[src/rtl/clk_seq_pkg.sv]
// clk_seq_pkg: shared types and sizing helpers for the clock-group reset sequencer
package clk_seq_pkg;
  typedef enum logic [1:0] {OP_RESTART, OP_POWER_DOWN, OP_POWER_UP, OP_RSVD} op_e;
  typedef enum logic [2:0] {BOOT_SETTLE, BOOT_HOLD, IDLE, SETTLE, HOLD_REL, HOLD_DOWN, RESP} state_e;
  function automatic int tmr_w(input int s, input int h);
    return $clog2((s > h ? s : h) + 1);
  endfunction
  localparam int TMR_W = tmr_w(8, 16);
endpackage

[src/rtl/clk_seq_timer.sv]
// clk_seq_timer: loadable down-counter that parks at zero and flags it
module clk_seq_timer #(
  parameter int W = 5
) (
  input  logic         clock,
  input  logic         reset,
  input  logic         load,
  input  logic [W-1:0] load_val,
  output logic         zero
);
  logic [W-1:0] cnt;
  always_ff @(posedge clock)
    if (reset) cnt <= '0;
    else if (load) cnt <= load_val;
    else if (cnt != '0) cnt <= cnt - 1'b1;
  assign zero = cnt == '0;
endmodule

[src/rtl/clock_group_reset_sequencer.sv]
// clock_group_reset_sequencer: boots clock-group members in turn and serves per-member restart/power requests
module clock_group_reset_sequencer
  import clk_seq_pkg::*;
#(
  parameter int N_MEMBERS     = 4,
  parameter int SETTLE_CYCLES = 8,
  parameter int HOLD_CYCLES   = 16,
  parameter int IDX_W         = (N_MEMBERS > 1) ? $clog2(N_MEMBERS) : 1
) (
  input  logic                 clock,
  input  logic                 reset,
  input  logic                 req_valid,
  output logic                 req_ready,
  input  logic [1:0]           req_op,
  input  logic [IDX_W-1:0]     req_member,
  output logic                 resp_valid,
  output logic                 resp_err,
  output logic [N_MEMBERS-1:0] member_clock_en,
  output logic [N_MEMBERS-1:0] member_reset,
  output logic                 boot_done,
  output logic                 busy
);
  localparam int TW = tmr_w(SETTLE_CYCLES, HOLD_CYCLES);
  localparam logic [TW-1:0] SET_LD  = TW'(SETTLE_CYCLES - 1);
  localparam logic [TW-1:0] HOLD_LD = TW'(HOLD_CYCLES - 1);
  state_e               state, state_n;
  logic [IDX_W-1:0]     idx, idx_n;
  logic [N_MEMBERS-1:0] en_n, mr_n;
  logic                 done_n, rv_n, re_n, ld, zero, up, bad, last;
  logic [TW-1:0]        ld_val;
  assign bad  = 32'(req_member) >= N_MEMBERS;
  assign up   = !bad && member_clock_en[req_member];
  assign last = idx == IDX_W'(N_MEMBERS - 1);
  clk_seq_timer #(.W(TW)) u_tmr (
    .clock    (clock),
    .reset    (reset),
    .load     (ld),
    .load_val (ld_val),
    .zero     (zero)
  );
  always_comb begin
    state_n = state;
    idx_n   = idx;
    en_n    = member_clock_en;
    mr_n    = member_reset;
    done_n  = boot_done;
    rv_n    = 1'b0;
    re_n    = 1'b0;
    ld      = 1'b0;
    ld_val  = SET_LD;
    case (state)
      // Right after reset the current member's clock is still off: turn it on and start settling.
      BOOT_SETTLE:
        if (!member_clock_en[idx]) begin
          en_n[idx] = 1'b1;
          ld        = 1'b1;
        end else if (zero) begin
          state_n = BOOT_HOLD;
          ld      = 1'b1;
          ld_val  = HOLD_LD;
        end
      BOOT_HOLD:
        if (zero) begin
          mr_n[idx] = 1'b0;
          if (last) begin
            state_n = IDLE;
            done_n  = 1'b1;
          end else begin
            idx_n       = idx + 1'b1;
            en_n[idx_n] = 1'b1;
            state_n     = BOOT_SETTLE;
            ld          = 1'b1;
          end
        end
      IDLE:
        if (req_valid && req_ready) begin
          state_n = RESP;
          rv_n    = 1'b1;
          if (bad || req_op == OP_RSVD || (req_op == OP_RESTART && !up)) re_n = 1'b1;
          else if (req_op == OP_RESTART || (req_op == OP_POWER_DOWN && up) || (req_op == OP_POWER_UP && !up)) begin
            rv_n  = 1'b0;
            idx_n = req_member;
            ld    = 1'b1;
            if (req_op == OP_POWER_UP) begin
              en_n[req_member] = 1'b1;
              state_n          = SETTLE;
            end else begin
              mr_n[req_member] = 1'b1;
              ld_val           = HOLD_LD;
              state_n          = req_op == OP_RESTART ? HOLD_REL : HOLD_DOWN;
            end
          end
        end
      SETTLE:
        if (zero) begin
          state_n = HOLD_REL;
          ld      = 1'b1;
          ld_val  = HOLD_LD;
        end
      HOLD_REL:
        if (zero) begin
          mr_n[idx] = 1'b0;
          rv_n      = 1'b1;
          state_n   = RESP;
        end
      HOLD_DOWN:
        if (zero) begin
          en_n[idx] = 1'b0;
          rv_n      = 1'b1;
          state_n   = RESP;
        end
      RESP:    state_n = IDLE;
      default: state_n = BOOT_SETTLE;
    endcase
  end
  always_ff @(posedge clock)
    if (reset) begin
      state           <= BOOT_SETTLE;
      idx             <= '0;
      member_clock_en <= '0;
      member_reset    <= '1;
      boot_done       <= 1'b0;
      req_ready       <= 1'b0;
      busy            <= 1'b1;
      resp_valid      <= 1'b0;
      resp_err        <= 1'b0;
    end else begin
      state           <= state_n;
      idx             <= idx_n;
      member_clock_en <= en_n;
      member_reset    <= mr_n;
      boot_done       <= done_n;
      req_ready       <= state_n == IDLE && done_n;
      busy            <= !(state_n == IDLE && done_n);
      resp_valid      <= rv_n;
      resp_err        <= re_n;
    end
endmodule

[config.mk]
export PLATFORM = sky130hd
export DESIGN_NAME = clock_group_reset_sequencer
export DESIGN_NICKNAME = d
export VERILOG_FILES = /design/src/rtl/clk_seq_pkg.sv /design/src/rtl/clk_seq_timer.sv /design/src/rtl/clock_group_reset_sequencer.sv
export SDC_FILE = /design/constraint.sdc
export NUM_CORES = 1
export LEC_CHECK = 0
export CAP_MARGIN = 40
export CORE_UTILIZATION = 57
export CTS_BUF_LIST = sky130_fd_sc_hd__clkbuf_4
export DETAILED_ROUTE_END_ITERATION = 16
export PLACE_DENSITY = 0.9
export SLEW_MARGIN = 5
export SYNTH_ARGS = -nofsm -noshare
export SYNTH_HDL_FRONTEND = slang
export SYNTH_HIERARCHICAL = 1
export SYNTH_SLANG_ARGS = --single-unit
[constraint.sdc]
create_clock -name clock -period 3.5 [get_ports clock]
set_input_delay 0.7 -clock clock [delete_from_list [all_inputs] [get_ports clock]]
set_output_delay 0.7 -clock clock [all_outputs]
set_load 0.02 [all_outputs]
* Word level (Yosys, flattened, before mapping)
Index checks and enable logic that the tools add are counted.
** Word-level totals
- Output and inout bits :: 13
- Input bits :: 7
- Flip-flop bits (word level) :: 23
- Logic and storage cells :: 143
** Cells by class
- Mux-type cells :: 68
- Magnitude comparators :: 6
- Bitwise operators :: 9
- Eq/ne operators :: 21
- Add/subtract/negate cells :: 2
- Reductions and logical operators :: 27
** Operator list (number)
- 4-bit 2-to-1 mux :: 19
- 3-bit 2-to-1 mux :: 9
- 1-bit 2-to-1 mux :: 20
- 3-bit one-hot mux with 6 select lines :: 1
- 4-bit OR :: 4
- 4-bit one-hot mux with 4 select lines :: 1
- 2-bit inequality test (second input constant) :: 7
- 2-bit 2-to-1 mux :: 6
- 4-bit one-hot mux with 3 select lines :: 1
- 6-bit AND reduction :: 2
- 5-bit 2-to-1 mux :: 2
- 3-bit by 2-bit equality test with 1-bit output (second input constant) :: 3
- 3-bit equality test (second input constant) :: 3
- 2-bit by 3-bit < comparator with 1-bit output (second input constant) :: 3
- 9-bit AND reduction :: 1
- 4-bit AND :: 2
- 1-bit logical AND :: 8
- 4-bit one-hot mux with 2 select lines :: 1
- 1-bit demux with 2-bit select :: 3
- 2-bit equality test (second input constant) :: 3
- 2-bit by 1-bit >= comparator with 1-bit output (second input constant) :: 3
- 2-bit by 1-bit inequality test with 1-bit output (second input constant) :: 3
- 2-bit nonzero test :: 3
- 5-bit zero test :: 1
- other kinds (18) :: 24

* Longest topological paths before layout
Gate-level depths: netlist (run 1).
- Depth in word-level cells :: 12
- Mapped depth :: 10

* Hierarchy
The synthesis (run 1) kept the hierarchy.
** Modules (own cells, without submodules)
- clock_group_reset_sequencer :: area each 1312.5 um^2, instances 1, seq. area each 360.3 um^2, cells each 150
- clk_seq_timer :: area each 287.8 um^2, instances 1, seq. area each 100.1 um^2, cells each 32

* Least setup slack after synthesis (run 1)
OpenSTA, ideal clock, no wires.
- Kind :: input port to flip-flop
- From :: in req_member[1]
- To :: reg u_tmr.cnt[1]
- Library setup time :: 0.122 ns
- Arrival :: 2.559 ns
- Setup slack :: 0.819 ns
- Required time :: 3.378 ns
- Cell stages on the path :: 8
- Buffers on the path :: 1
- Cell sequence :: buf_6 mux4_2 mux2_2 nor2_1 or2_1 inv_1 and4_2 a311o_1
** Between the ends
- Longest elaborated chain between the ends :: 10
- Elaborated cells between the ends (all ways) :: 19
** Ends and longest elaborated chain
- from (decl) :: RTL line clock_group_reset_sequencer.sv:15 : input logic [IDX_W-1:0] req_member,
- 1-bit binary-select mux with 2-bit select * :: RTL line clock_group_reset_sequencer.sv:32 : assign up = !bad && member_clock_en[req_member];
- 1-bit 2-to-1 mux (implied by the code) * :: RTL line clock_group_reset_sequencer.sv:32
- 1-bit logical AND or 1-bit zero test (tied branches) :: RTL line clock_group_reset_sequencer.sv:80, clock_group_reset_sequencer.sv:79
- 1-bit logical OR or 1-bit logical AND (tied branches) :: RTL line clock_group_reset_sequencer.sv:80 : else if (req_op == OP_RESTART || (req_op == OP_POWER_DOWN && up) || (req_op == OP_POWER_UP && !up)) begin
- 1-bit logical OR :: RTL line clock_group_reset_sequencer.sv:80
- 1-bit 2-to-1 mux :: RTL line clock_group_reset_sequencer.sv:80
- 1-bit 2-to-1 mux * :: RTL line clock_group_reset_sequencer.sv:79 : if (bad || req_op == OP_RSVD || (req_op == OP_RESTART && !up)) re_n = 1'b1;
- 1-bit 2-to-1 mux * :: RTL line clock_group_reset_sequencer.sv:76 : if (req_valid && req_ready) begin
- 1-bit one-hot mux with 4 select lines * :: RTL line clock_group_reset_sequencer.sv:51 : case (state)
- via ld :: RTL line clock_group_reset_sequencer.sv:29 : logic done_n, rv_n, re_n, ld, zero, up, bad, last;
- 5-bit 2-to-1 mux or 2-bit nonzero test (tied branches)
- to (signal assigned) :: RTL line clk_seq_timer.sv:14 : else if (load) cnt <= load_val;
- to (signal assigned) :: RTL line clk_seq_timer.sv:15 : else if (cnt != '0) cnt <= cnt - 1'b1;
- to (decl) :: RTL line clk_seq_timer.sv:11 : logic [W-1:0] cnt;
Mark *: on every way through the listed nets, which the timed path passes. The rest lies on a longest branch. The select of a mux whose other input is x is not followed.
A chain may end at the register's enable or synchronous reset.

* Worst setup path in the final report (run 1)
Ends and elaborated chain as after synthesis.

==> run summary, run 1 <==
The number of gates given a new drive strength after cts came out at 0. Of the available clock period, the critical path in the final layout requires 0.8515. The tree is rooted in a sky130_fd_sc_hd__clkbuf_4.

For this design, the slowest cell found on the critical path is sky130_fd_sc_hd__mux4_2. The share of total power dissipated in the clock network is 0.132. In this run the worst path has a maximum fanout of 7.

The count of warnings emitted by yosys came out at 6. The area inside the core boundary came out at 2567 um^2. The sequential fraction of design power came out at 0.362.

Of the total synthesized cell area, the portion taken by full adders, half adders and majority gates is 0.07037. The hold buffer count at CTS is 0. The worst hold path belongs to the class register to register. The actual slew at the worst max-slew pin is 0.7381 ns. Counting every sink on the clock net gives 23. The detailed-router iteration count before antenna repair came out at 4.

The cell row count came out at 18. The number of buffers inserted by post-CTS setup repair came out at 0. Following the worst setup path forward leads to its endpoint at u_tmr/cnt[1].

The layout cell share with drive strength beyond 1 is 0.1040. The post-synthesis share of cell area spent on and, or, nand and nor gates is 0.3002. In this run the critical register-to-register path is captured at u_tmr/cnt[1]. The clock latency on the worst-skew pair came out at 0.32 ns. The number of buffers inserted during clock tree synthesis came out at 3. The post-route DRC violation count is 0. The routed length per instance came out at 17.22 um.

For this run, the register share of the synthesized area comes to 0.2877. Setup total negative slack on the finished layout was measured at 0 ns. The leakage power summed over all cells came out at 0.6703 nW. The max-slew violation total from the final report came out at 0.

The tool flagged a number of max-cap violations equal to 0. The upper clock frequency limit is 0.3355 GHz. The area added between synthesis and finish is 15.48%. The share of total power in combinational logic is 0.506.

The vertical extent of the die came out at 54.99 um. The pin count of the biggest net entering global routing came out at 20. The number of cells on the critical path came out at 8.

Dividing the detail-routed via count by the number of cells gives 6.789. The final-report hold violation count came to 0. Setup repair after global routing left no endpoint under its margin. The power density over the cells came out at 557.8 nW/um^2. The critical path arrival came out at 3.20 ns. Wires add up to 3.994 mm. The number of flops mapped to enable cells by yosys came out at 0.

The xor and xnor fraction of the mapped netlist area is 0.01095. In this run the number of H-tree levels came out at 1. The required time of the critical path is 3.72 ns. The biggest area consumer among synthesized cells is sky130_fd_sc_hd__dfxtp_1. The switching power as a share of total power is 0.4178. The clock passes through at most 2 buffers.

After synthesis, the largest family of logic cells by area is simple AND/OR/NAND/NOR gates. The total via count in the routed design is 1,575. The share of cell area taken by muxes after synthesis is 0.04926.

The initial antenna violation count was 0. The die is 54.99 um wide. The final critical path time including I/O delays and setup came out at 2.980 ns. The worst register-to-register path begins at u_tmr/cnt[0].

The mean instance size in the synthesized netlist came out at 8.793 um^2. Counting instances, the worst hold path has a depth of 1. The overall routing resource usage came out at 0.2995. Ranked by total cell area, the synthesized netlist is headed by sky130_fd_sc_hd__dfxtp_1, sky130_fd_sc_hd__ha_1, sky130_fd_sc_hd__a221o_1, sky130_fd_sc_hd__nand2_1, sky130_fd_sc_hd__inv_1. The worst setup path is launched from a primary input. The area share of the largest cell type after synthesis came out at 0.2877.

The peak per-stage delay on the critical path came out at 0.59 ns. The area of the die is 3023 um^2. The reported net switching power came out at 430.7 uW. The cell family contributing the most delay on the critical path is multiplexers. The port buffer count came out at 19. At the end of routability-driven placement, the weighted congestion stood at 0.9559.

The critical path starts at req_member[1]. In the synthesized netlist the async set-or-reset flop fraction comes to 0. The number of setup violations in the final report came out at 0. The number of standard cells after synthesis came out at 182. The clock tree skew after final layout is 0.003827 ns. The count of different cell masters after synthesis is 53. The maximum vdd drop is 598.9 uV. The synthesized netlist occupies a cell area of 1600 um^2. The flip-flop and latch count after synthesis is 23. The overall overflow remaining after global route came out at 0. The remaining number of nets flagged by the antenna check after routing is 0.

The starting DRC count in detailed routing came out at 101. The internal power component is 600.2 uW. The first global-routing pass estimated 6.348 mm of wire. The antenna diode count came out at 0. The count of boundary I/O pins is 20.

Setup slack on the worst reg-to-reg path comes out at 0.86 ns. The via count of the first global-routing pass was 1,415. The headroom to the max-slew limit came out at 0.5064. TritonCTS built the clock tree. The path type of the worst setup path is primary input to register. After clock tree synthesis, the clock-pin slew on the worst setup and hold paths is 0.13 ns. The number of cells on the worst reg-to-reg path is 9. The element type at the critical path end is a register. Traced cell by cell, the critical path runs through clkdlybuf4s50_1 -> mux4_2 -> mux2_2 -> nor2_1 -> or2_1 -> inv_1 -> and4_2 -> a311o_1. The sum of buffers and inverters on the critical path came out at 2. The starting utilization of the core area came out at 0.6233. The run finished with clean final reports. The number of nets in the layout is 219. The wire-length estimate of the detail-placed layout is 3.024 mm.

The final hold slack came out at 0.5091 ns. The most used flip-flop cell after synthesis is sky130_fd_sc_hd__dfxtp_1. The share of the synthesized area in compound gates (AO/OA/AOI/OAI) was 0.2189.
power groups by stage:
stage          registers, mW  clock network [mW]  logic (mW)
3_5_place_dp           0.379                   0       0.506
5_1_grt                0.379               0.150       0.572
3_3_place_gp           0.373                   0       0.487
4_1_cts                0.371               0.137       0.511
2_1_floorplan          0.371                   0       0.378
6_report               0.373               0.136       0.522
kinds of logic (layout without fill, tap and decap cells):
logic type / count (synthesis) / count (layout)
buf+inv: 22 / 40
flops: 23 / 23
fa+ha+maj: 9 / 9
other cells: 2 / 4
mux: 5 / 5
simple gates: 79 / 79
compound gates: 40 / 40
xor+xnor: 2 / 2
cell usage after synthesis (all sizes together) (2+ instances only):
cell     count
a2111oi      2
clkbuf       5
nor2b        4
inv         14
nand4        3
conb         2
or4          2
nand2       19
nand3        4
o221ai       2
dfxtp       23
nor4b        3
mux4         2
and4         3
a211oi       3
nor3         6
xnor2        2
a41oi        2
a21oi        4
buf          3
nor3b        4
a221o        8
a21o         2
mux2         3
nand2b       7
a32o         4
o21ai        4
or3          3
nor2        12
nor4         2
ha           9
per-stage QoR:
stage | util | setup slack [ns] | instance area (um^2) | power [mW] | instances
2_1_floorplan | - | 0.8194 | 1608 | 0.7493 | 184
6_report | 0.7198 | 0.5197 | 1848 | 1.031 | 232
3_5_place_dp | 0.7081 | 0.1972 | 1818 | 0.8842 | 228
4_1_cts | 0.7198 | 0.5569 | 1848 | 1.020 | 232
3_3_place_gp | 0.7081 | 0.2933 | 1818 | 0.8603 | 228
5_1_grt | 0.7198 | 0.4104 | 1848 | 1.100 | 232
layer usage:
metal	global-route usage	share of wire	wire, um
met1	0.3957	0.42	1692
met2	0.4659	0.47	1880
met3	0.08470	0.090	360
met4	0.1000	0.015	59
met5	0	0	0
cells in the final DEF, fill, tap and decap left out, types with 2 or more instances in the layout:
cell type                          n
sky130_fd_sc_hd__clkbuf_4          4
sky130_fd_sc_hd__clkdlybuf4s50_1  19
sky130_fd_sc_hd__conb_1            4
sky130_fd_sc_hd__or3_1             3
sky130_fd_sc_hd__a21oi_1           4
sky130_fd_sc_hd__nor3b_1           4
sky130_fd_sc_hd__nor3_1            6
sky130_fd_sc_hd__dfxtp_1          23
sky130_fd_sc_hd__nand3_1           4
sky130_fd_sc_hd__mux4_2            2
sky130_fd_sc_hd__ha_1              9
sky130_fd_sc_hd__a221o_1           8
sky130_fd_sc_hd__a41oi_1           2
sky130_fd_sc_hd__nor2b_1           4
sky130_fd_sc_hd__a32o_1            4
sky130_fd_sc_hd__nand4_1           3
sky130_fd_sc_hd__xnor2_1           2
sky130_fd_sc_hd__nor2_1           12
sky130_fd_sc_hd__nand2b_1          7
sky130_fd_sc_hd__buf_4             3
sky130_fd_sc_hd__or4_1             2
sky130_fd_sc_hd__a211oi_1          3
sky130_fd_sc_hd__o221ai_1          2
sky130_fd_sc_hd__o21ai_0           4
sky130_fd_sc_hd__nand2_1          19
sky130_fd_sc_hd__a21o_1            2
sky130_fd_sc_hd__nor4_2            2
sky130_fd_sc_hd__mux2_2            3
sky130_fd_sc_hd__inv_1            14
sequential cells by signal, indices dropped and copies added (netlist names):
signal           flops
boot_done            1
busy                 1
idx                  2
member_clock_en      4
member_reset         4
req_ready            1
resp_err             1
resp_valid           1
state                3
u_tmr/cnt            5
area by class of cell:
type                    count  area [um^2]
well taps                  30        37.54
repair buffers             22        212.7
inverters                  14        52.55
clock buffers               4        30.03
multi-input cells         139         1055
flip-flops and latches     23        460.4
fillers                   202        719.4
worst min-delay path by stage:
stage / from / end / slack, ns
after global placement: member_reset[3] / member_reset[3] / 0.47
final: member_reset[2] / member_reset[2] / 0.51
after global routing: member_reset[0] / member_reset[0] / 0.53
after CTS: member_reset[2] / member_reset[2] / 0.51
after floorplan: u_tmr/cnt[0] / u_tmr/cnt[0] / 0.49
after detailed placement: member_reset[2] / member_reset[2] / 0.48
Note: power is estimated with default switching activity, not from simulation.
==> inputs of run 2 (changes only) <==
--- a/config.mk
+++ b/config.mk
@@ -6,10 +6,11 @@
 export NUM_CORES = 1
 export LEC_CHECK = 0
 export CAP_MARGIN = 40
-export CORE_UTILIZATION = 57
+export CORE_UTILIZATION = 60
 export CTS_BUF_LIST = sky130_fd_sc_hd__clkbuf_4
 export DETAILED_ROUTE_END_ITERATION = 16
-export PLACE_DENSITY = 0.9
+export DONT_BUFFER_PORTS = 1
+export PLACE_DENSITY = 0.84
 export SLEW_MARGIN = 5
 export SYNTH_ARGS = -nofsm -noshare
 export SYNTH_HDL_FRONTEND = slang
==> run 2 against run 1 <==
  * Sequential power is 5.6% higher
  * Clock skew down 0.00085 ns
  * Power down 4.6%
  * Highest routed layer unchanged
  * Largest cell class unchanged
  * Wire length down 8.4%
==> run summary, run 2 (synthesis gave the netlist of run 1 again) <==
TritonCTS built the clock tree. The number of sinks driven by the clock tree was 23 (unchanged). The maximum vdd drop came out at 426.9 uV (-29%). The post-DP HPWL is 2.804 mm (-7.3%). The clock transition time at the flip-flop clock pins of the worst setup and hold paths is 0.12 ns (about the same). The overall routing resource usage was 0.2808 (-0.01872).

The setup slack of the worst register-to-register path came to 0.91 ns (+0.05 ns). The number of setup violations in the final report was 0 (unchanged). The area of the die is 2878 um^2 (-4.8%).

The pre-CTS worst setup slack came out at 0.7960 ns (+0.5989 ns). In the final layout, the registers with the most flip-flops are u_tmr/cnt: 5 flops, member_clock_en: 4 flops, member_reset: 4 flops. The cell area after placement came out at 1628 um^2 (-10%). The critical path starts at u_tmr/cnt[0]. The sequential fraction of design power came to 0.401 (+0.039).

The clock tree skew after final layout is 0.002979 ns (-0.0008481 ns). The detailed-router iteration count before antenna repair came to 5 (+1). The clock network fraction of total power came to 0.134 (+0.002). The pin count of the biggest net entering global routing is 20 (unchanged).

The number of filler cells placed in the layout was 191 (-5.4%). The routed wire length is 3.657 mm (-8.4%). The setup TNS came out at 0 ns (unchanged).

The internal power component came out at 573.0 uW (-4.5%). The final critical path time including I/O delays and setup is 2.594 ns (-0.3860 ns). The first-pass GRT wire length is 5.720 mm (-9.9%). The number of gates given a new drive strength after cts is 0 (unchanged). The maximum level of the CTS H-tree came out at 1 (unchanged).

The commonest non-fill, non-tap cell in the layout is sky130_fd_sc_hd__dfxtp_1. The post-layout worst setup margin came out at 0.9057 ns (+0.3860 ns). The final estimated routing congestion in global placement came out at 0.9137 (-4.4%). The starting DRC count in detailed routing was 73 (-28%). The max-slew violation total from the final report came to 0 (unchanged). The overall overflow remaining after global route is 0 (unchanged). The number of flip-flops under the largest register name came out at 5 (unchanged). The reported net switching power is 410.6 uW (-4.7%). The via count of the first global-routing pass is 1,247 (-12%). The vertical extent of the die is 53.65 um (-2.4%). The startpoint type of the worst setup path is a register. The largest buffer count on any clock path is 2 (unchanged). The total via count in the routed design is 1,425 (-9.5%). The antenna diode count came out at 0 (unchanged). The headroom to the max-slew limit is 0.6254 (+0.1191). The layout cell share with drive strength beyond 1 came out at 0.1148 (+0.01079). The worst setup path is of the register to register kind. The class of the tightest hold or removal check is primary input to register. The starting utilization of the core area came out at 0.6401 (+0.01685). The cell row count came out at 18 (unchanged). The number of placed instances, taps included was 209 (-8.3%).

The port buffer count came to 0 (-19). The final clock period utilization by the worst path is 0.7412 (-0.1103). The max capacitance violation total is 0 (unchanged). The final-report hold violation count came out at 0 (unchanged). The final cell area excluding filler cells was 1658 um^2 (-10%). The number of nets in the layout was 200 (-8.7%). The switching power as a share of total power came out at 0.4175 (about the same). The flow ran to the end, and the final reports show no timing, DRC or antenna violations.

The tree is rooted in a sky130_fd_sc_hd__clkbuf_4. The leakage power summed over all cells is 0.5977 nW (-11%). The power density over the cells was 593.3 nW/um^2 (+6.4%).

The actual slew at the worst max-slew pin is 0.5607 ns (-0.1775 ns). The count of placed standard cells in the final layout, fillers left out came out at 213 (-8.2%). The initial antenna violation count came out at 0 (unchanged). The required time of the critical path came out at 3.71 ns (about the same). The number of buffers inserted by post-CTS setup repair is 0 (unchanged). The detail-routed via count per cell came to 6.690 (-1.5%). The number of cells traversed by the worst hold path came out at 1 (unchanged).

The critical path arrival is 2.81 ns (-0.39 ns). STA classifies the critical path endpoint as a register. The hold buffer count at CTS came out at 0 (unchanged). Leaving out fill and tap cells, the most frequent cells in the layout are sky130_fd_sc_hd__dfxtp_1, sky130_fd_sc_hd__nand2_1, sky130_fd_sc_hd__inv_1, sky130_fd_sc_hd__nor2_1, sky130_fd_sc_hd__ha_1. The share of total power in combinational logic was 0.465 (-0.041). The area inside the core boundary is 2500 um^2 (-2.6%).

The critical register-to-register path startpoint is u_tmr/cnt[0]. The startpoint identified for the worst hold timing path is reset. More flip-flops sit in one register than any other, and that register is u_tmr/cnt. The timing endpoint of the critical path is u_tmr/cnt[1]. The die extent in x came out at 53.65 um (-2.4%).

The worst-case reg-to-reg path depth was 9 (unchanged). The remaining number of nets flagged by the antenna check after routing came out at 0 (unchanged). The count of boundary I/O pins came to 20 (unchanged). The upper clock frequency limit was 0.3855 GHz (+15%). The routed length per instance is 17.17 um (-0.27%). The clock latency on the worst-skew pair was 0.31 ns (about the same). The endpoint identified for the worst register-to-register timing path is u_tmr/cnt[1]. Setup repair after global routing left no endpoint under its margin.

The peak fanout along the critical path came out at 7 (unchanged). The post-route DRC violation count came out at 0 (unchanged). The area added between synthesis and finish is 3.597%. The number of buffers inserted during clock tree synthesis came to 3 (unchanged).
[run 2: metal layers]
layer,GRT usage,part of all wire
met4,0.1491,0.022
met2,0.3854,0.45
met5,0,0
met1,0.4051,0.43
met3,0.05650,0.091
[run 2: worst min path at each step]
stage	to	slack (ns)
6_report	resp_valid	0.43
5_1_grt	resp_valid	0.41
4_1_cts	resp_valid	0.43
3_5_place_dp	u_tmr/cnt[0]	0.53
3_3_place_gp	u_tmr/cnt[0]	0.51
2_1_floorplan	u_tmr/cnt[0]	0.49
[run 2: metrics by stage]
stage	hold slack [ns]	power [mW]	utilization
after floorplan	0.4902	0.7493	-
after global placement	0.5121	0.8237	0.6512
after detailed placement	0.5340	0.8453	0.6512
after CTS	0.4304	0.9756	0.6632
after global routing	0.4058	1.056	0.6632
final	0.4343	0.9837	0.6632
[run 2: worst max-delay path, stage by stage (launching register included)]
cell and delay [ns]:
sky130_fd_sc_hd__dfxtp_1 0.35, sky130_fd_sc_hd__inv_1 0.07, sky130_fd_sc_hd__ha_1 0.21, sky130_fd_sc_hd__nor4b_4 0.40, sky130_fd_sc_hd__o21ai_0 0.16, sky130_fd_sc_hd__a2111oi_0 0.38
sky130_fd_sc_hd__or2_1 0.28, sky130_fd_sc_hd__inv_1 0.15, sky130_fd_sc_hd__and4_2 0.23, sky130_fd_sc_hd__a311o_1 0.27
[run 2: power groups by stage]
stage | combinational (mW) | clock (mW) | sequential, mW
floorplan | 0.378 | 0 | 0.371
global placement | 0.429 | 0 | 0.394
detailed placement | 0.446 | 0 | 0.399
CTS | 0.449 | 0.134 | 0.393
global route | 0.509 | 0.147 | 0.401
finish | 0.458 | 0.132 | 0.394
[run 2: final cells by class]
type                            instances  area [um^2]  area share
Clock buffer                            4        30.03     0.01811
Inverter                               14        52.55     0.03170
Multi-Input combinational cell        139         1055      0.6362
Sequential cell                        23        460.4      0.2777
Tap cell                               30        37.54     0.02264
Timing Repair Buffer                    3        22.52     0.01358
==> inputs of run 3 (changes only) <==
==> constraint.sdc (replaced) <==
create_clock -name clock -period 2.6 [get_ports clock]
set_input_delay 0.52 -clock clock [delete_from_list [all_inputs] [get_ports clock]]
set_output_delay 0.52 -clock clock [all_outputs]
set_load 0.02 [all_outputs]
==> run 3 against run 2 <==
  * Clock power increased by 33%
  * Via count increased by 5.8%
  * Worst hold slack got worse by 0.19 ns
  * Non-clock buffer count increased by 1
  * Worst setup slack got worse by 0.76 ns
  * Clock skew decreased by 0.0011 ns
  * Fmax increased by 5.6%
  * Sequential share of layout area about the same
  * Final area increased by 0.38%
  * Clock-buffer cell count decreased by 1
  * Combinational power increased by 42%
  * Highest routed layer unchanged
==> run summary, run 3 (synthesis gave the netlist of run 1 again) <==
The flow ran to the end, and the final reports show no timing, DRC or antenna violations. The routed wire length came out at 4.012 mm (+9.7%). The footprint of the flip-flops and latches came out at 461.7 um^2 (+0.27%). The startpoint type of the worst setup path is a register.

The max capacitance violation total was 0 (unchanged). The peak fanout along the critical path came out at 7 (unchanged). The antenna diode count came to 0 (unchanged).

The remaining number of nets flagged by the antenna check after routing came out at 0 (unchanged). The max-slew violation total from the final report came out at 0 (unchanged). The number of nets in the layout is 201 (+0.50%). Leaving out fill and tap cells, the most frequent cells in the layout are sky130_fd_sc_hd__dfxtp_1, sky130_fd_sc_hd__nand2_1, sky130_fd_sc_hd__inv_1, sky130_fd_sc_hd__nor2_1, sky130_fd_sc_hd__ha_1. The power density over the cells came out at 818.2 nW/um^2 (+38%). The post-route total power came out at 1.362 mW (+38%). The number of cells traversed by the worst hold path was 1 (unchanged).

The port buffer count is 0 (unchanged). The worst-case reg-to-reg path depth is 7 (-2). The number of flip-flops under the largest register name came out at 5 (unchanged). The maximum level of the CTS H-tree is 1 (unchanged). In the final layout, the registers with the most flip-flops are u_tmr/cnt: 5 flops, member_clock_en: 4 flops, member_reset: 4 flops. The detail-routed via count per cell came out at 7.047 (+5.3%). The area of the die came out at 2878 um^2 (unchanged). The die extent in x came to 53.65 um (unchanged). The cell sitting at the root of the clock tree is a sky130_fd_sc_hd__clkbuf_4. The initial antenna violation count came out at 0 (unchanged). The commonest non-fill, non-tap cell in the layout is sky130_fd_sc_hd__dfxtp_1. The cell area after placement is 1635 um^2 (+0.46%). The area added between synthesis and finish is 3.988%. The worst setup path is captured at a register. The first-pass GRT wire length is 6.141 mm (+7.4%). The detailed-router iteration count before antenna repair was 5 (unchanged). The area inside the core boundary is 2500 um^2 (unchanged).

The final cell area excluding filler cells came out at 1664 um^2 (+0.38%). The number of sinks driven by the clock tree came out at 23 (unchanged). The terminating pin of the worst hold path is u_tmr/cnt[4]. The setup TNS is 0 ns (unchanged). The routed length per instance is 18.75 um (+9.2%). The register with the most flip-flops in the final layout is u_tmr/cnt. The final-report hold violation count is 0 (unchanged). The TritonCTS clock tree is built. The overall routing resource usage came out at 0.2956 (+0.01475). The final estimated routing congestion in global placement came out at 0.9645 (+5.6%). The hold buffer count at CTS is 0 (unchanged). The headroom to the max-slew limit is 0.5929 (-0.03254). The final clock period utilization by the worst path came out at 0.9448 (+0.2036).

The post-route DRC violation count is 0 (unchanged). The count of boundary I/O pins came out at 20 (unchanged). The class of the tightest hold or removal check is primary input to register.

The pin count of the biggest net entering global routing came out at 19 (-5.0%). The upper clock frequency limit is 0.4071 GHz (+5.6%). The via count of the first global-routing pass came out at 1,272 (+2.0%). The total via count in the routed design is 1,508 (+5.8%).

The cell row count came out at 18 (unchanged). The footprint of the multi-input gates is 1055 um^2 (unchanged). The startpoint identified for the worst hold timing path is reset. The required time of the critical path is 2.82 ns (-0.89 ns). The number of filler cells placed in the layout is 203 (+6.3%). The starting DRC count in detailed routing is 78 (+6.8%). The number of setup violations in the final report came out at 0 (unchanged). The overall overflow remaining after global route is 0 (unchanged). The final critical path time including I/O delays and setup came to 2.456 ns (-0.1379 ns). The actual slew at the worst max-slew pin was 0.6022 ns (+0.04154 ns). The post-DP HPWL is 3.001 mm (+7.0%). The leakage power summed over all cells is 0.6026 nW (+0.81%). The starting utilization of the core area is 0.6401 (unchanged).

In this run the critical register-to-register path is launched from member_clock_en[1]. The clock latency on the worst-skew pair came to 0.32 ns (about the same). The clock tree skew after final layout came to 0.001915 ns (-0.001064 ns). The largest buffer count on any clock path came out at 2 (unchanged). Setup repair after global routing left no endpoint under its margin.

The clock transition time at the flip-flop clock pins of the worst setup and hold paths is 0.13 ns (about the same). The critical path arrival is 2.68 ns (-0.13 ns). The setup slack of the worst register-to-register path is 0.14 ns (-0.76 ns). The vertical extent of the die is 53.65 um (unchanged). The critical path is of the register to register type. In this run the critical register-to-register path is captured at u_tmr/cnt[1]. The layout cell share with drive strength beyond 1 came to 0.1250 (+0.01025). The maximum vdd drop was 542.8 uV (+27%). The number of buffers inserted during clock tree synthesis is 3 (unchanged).
==> run 3: cell types whose count changed in the layout (fill, tap and decap cells not counted) <==
| cell | delta |
|---|---|
| sky130_fd_sc_hd__dfxtp_1 | -1 |
| sky130_fd_sc_hd__buf_4 | +1 |
| sky130_fd_sc_hd__clkinv_2 | +1 |
| sky130_fd_sc_hd__dfxtp_2 | +1 |
| sky130_fd_sc_hd__clkbuf_4 | -1 |
==> run 3: where the power goes <==
part           switching (mW)  internal [mW]  leakage (nW)
sequential              0.125          0.413         0.188
clock                   0.117         0.0578        0.0177
combinational           0.344          0.305         0.397
total                   0.586          0.776         0.603
==> run 3: worst max-delay path by stage <==
stage / start / endpoint
2_1_floorplan: u_tmr/cnt[0] / u_tmr/cnt[1]
3_3_place_gp: req_member[1] / u_tmr/cnt[1]
5_1_grt: member_clock_en[3] / u_tmr/cnt[1]
3_5_place_dp: req_member[1] / u_tmr/cnt[1]
6_report: member_clock_en[1] / u_tmr/cnt[1]
4_1_cts: idx[1] / u_tmr/cnt[1]
==> run 3: layout make-up <==
type	instances	share of cell area
Multi-Input combinational cell	139	0.6338
Sequential cell	23	0.2774
Inverter	14	0.03158
Tap cell	30	0.02256
Timing Repair Buffer	4	0.01805
Clock buffer	3	0.01353
Clock inverter	1	0.003008
==> run 3: worst max-delay path: stages (launching register included) <==
cell and delay [ns]:
sky130_fd_sc_hd__dfxtp_1 0.46, sky130_fd_sc_hd__mux4_2 0.56, sky130_fd_sc_hd__nor2b_1 0.16, sky130_fd_sc_hd__a2111oi_0 0.33
sky130_fd_sc_hd__or2_1 0.28, sky130_fd_sc_hd__inv_1 0.08, sky130_fd_sc_hd__and4_2 0.21, sky130_fd_sc_hd__a311o_1 0.28
==> run 3: layer usage <==
| metal | share of wire | vias to the layer above | track usage |
|---|---|---|---|
| met5 | 0 | - | 0 |
| met4 | 0.010 | 0 | 0.07018 |
| met1 | 0.42 | 719 | 0.4342 |
| li1 | - | 691 | - |
| met3 | 0.11 | 6 | 0.04802 |
| met2 | 0.46 | 92 | 0.4458 |
==> run 3: repair_timing <==
action	4_1_cts	5_1_grt
setup endpoints to repair	0	1
setup buffers	0	0
resized for setup	0	1
==> run 3: stage by stage <==
stage | utilization | instances | hold slack [ns] | setup WS, ns
after global placement | 0.6542 | 210 | 0.5132 | 0.2069
after CTS | 0.6652 | 214 | 0.2449 | 0.1216
after global routing | 0.6657 | 214 | 0.2320 | 0.07235
final | 0.6657 | 214 | 0.2429 | 0.1436
after detailed placement | 0.6542 | 210 | 0.5455 | 0.1268
after floorplan | - | 184 | 0.4902 | 0.09346
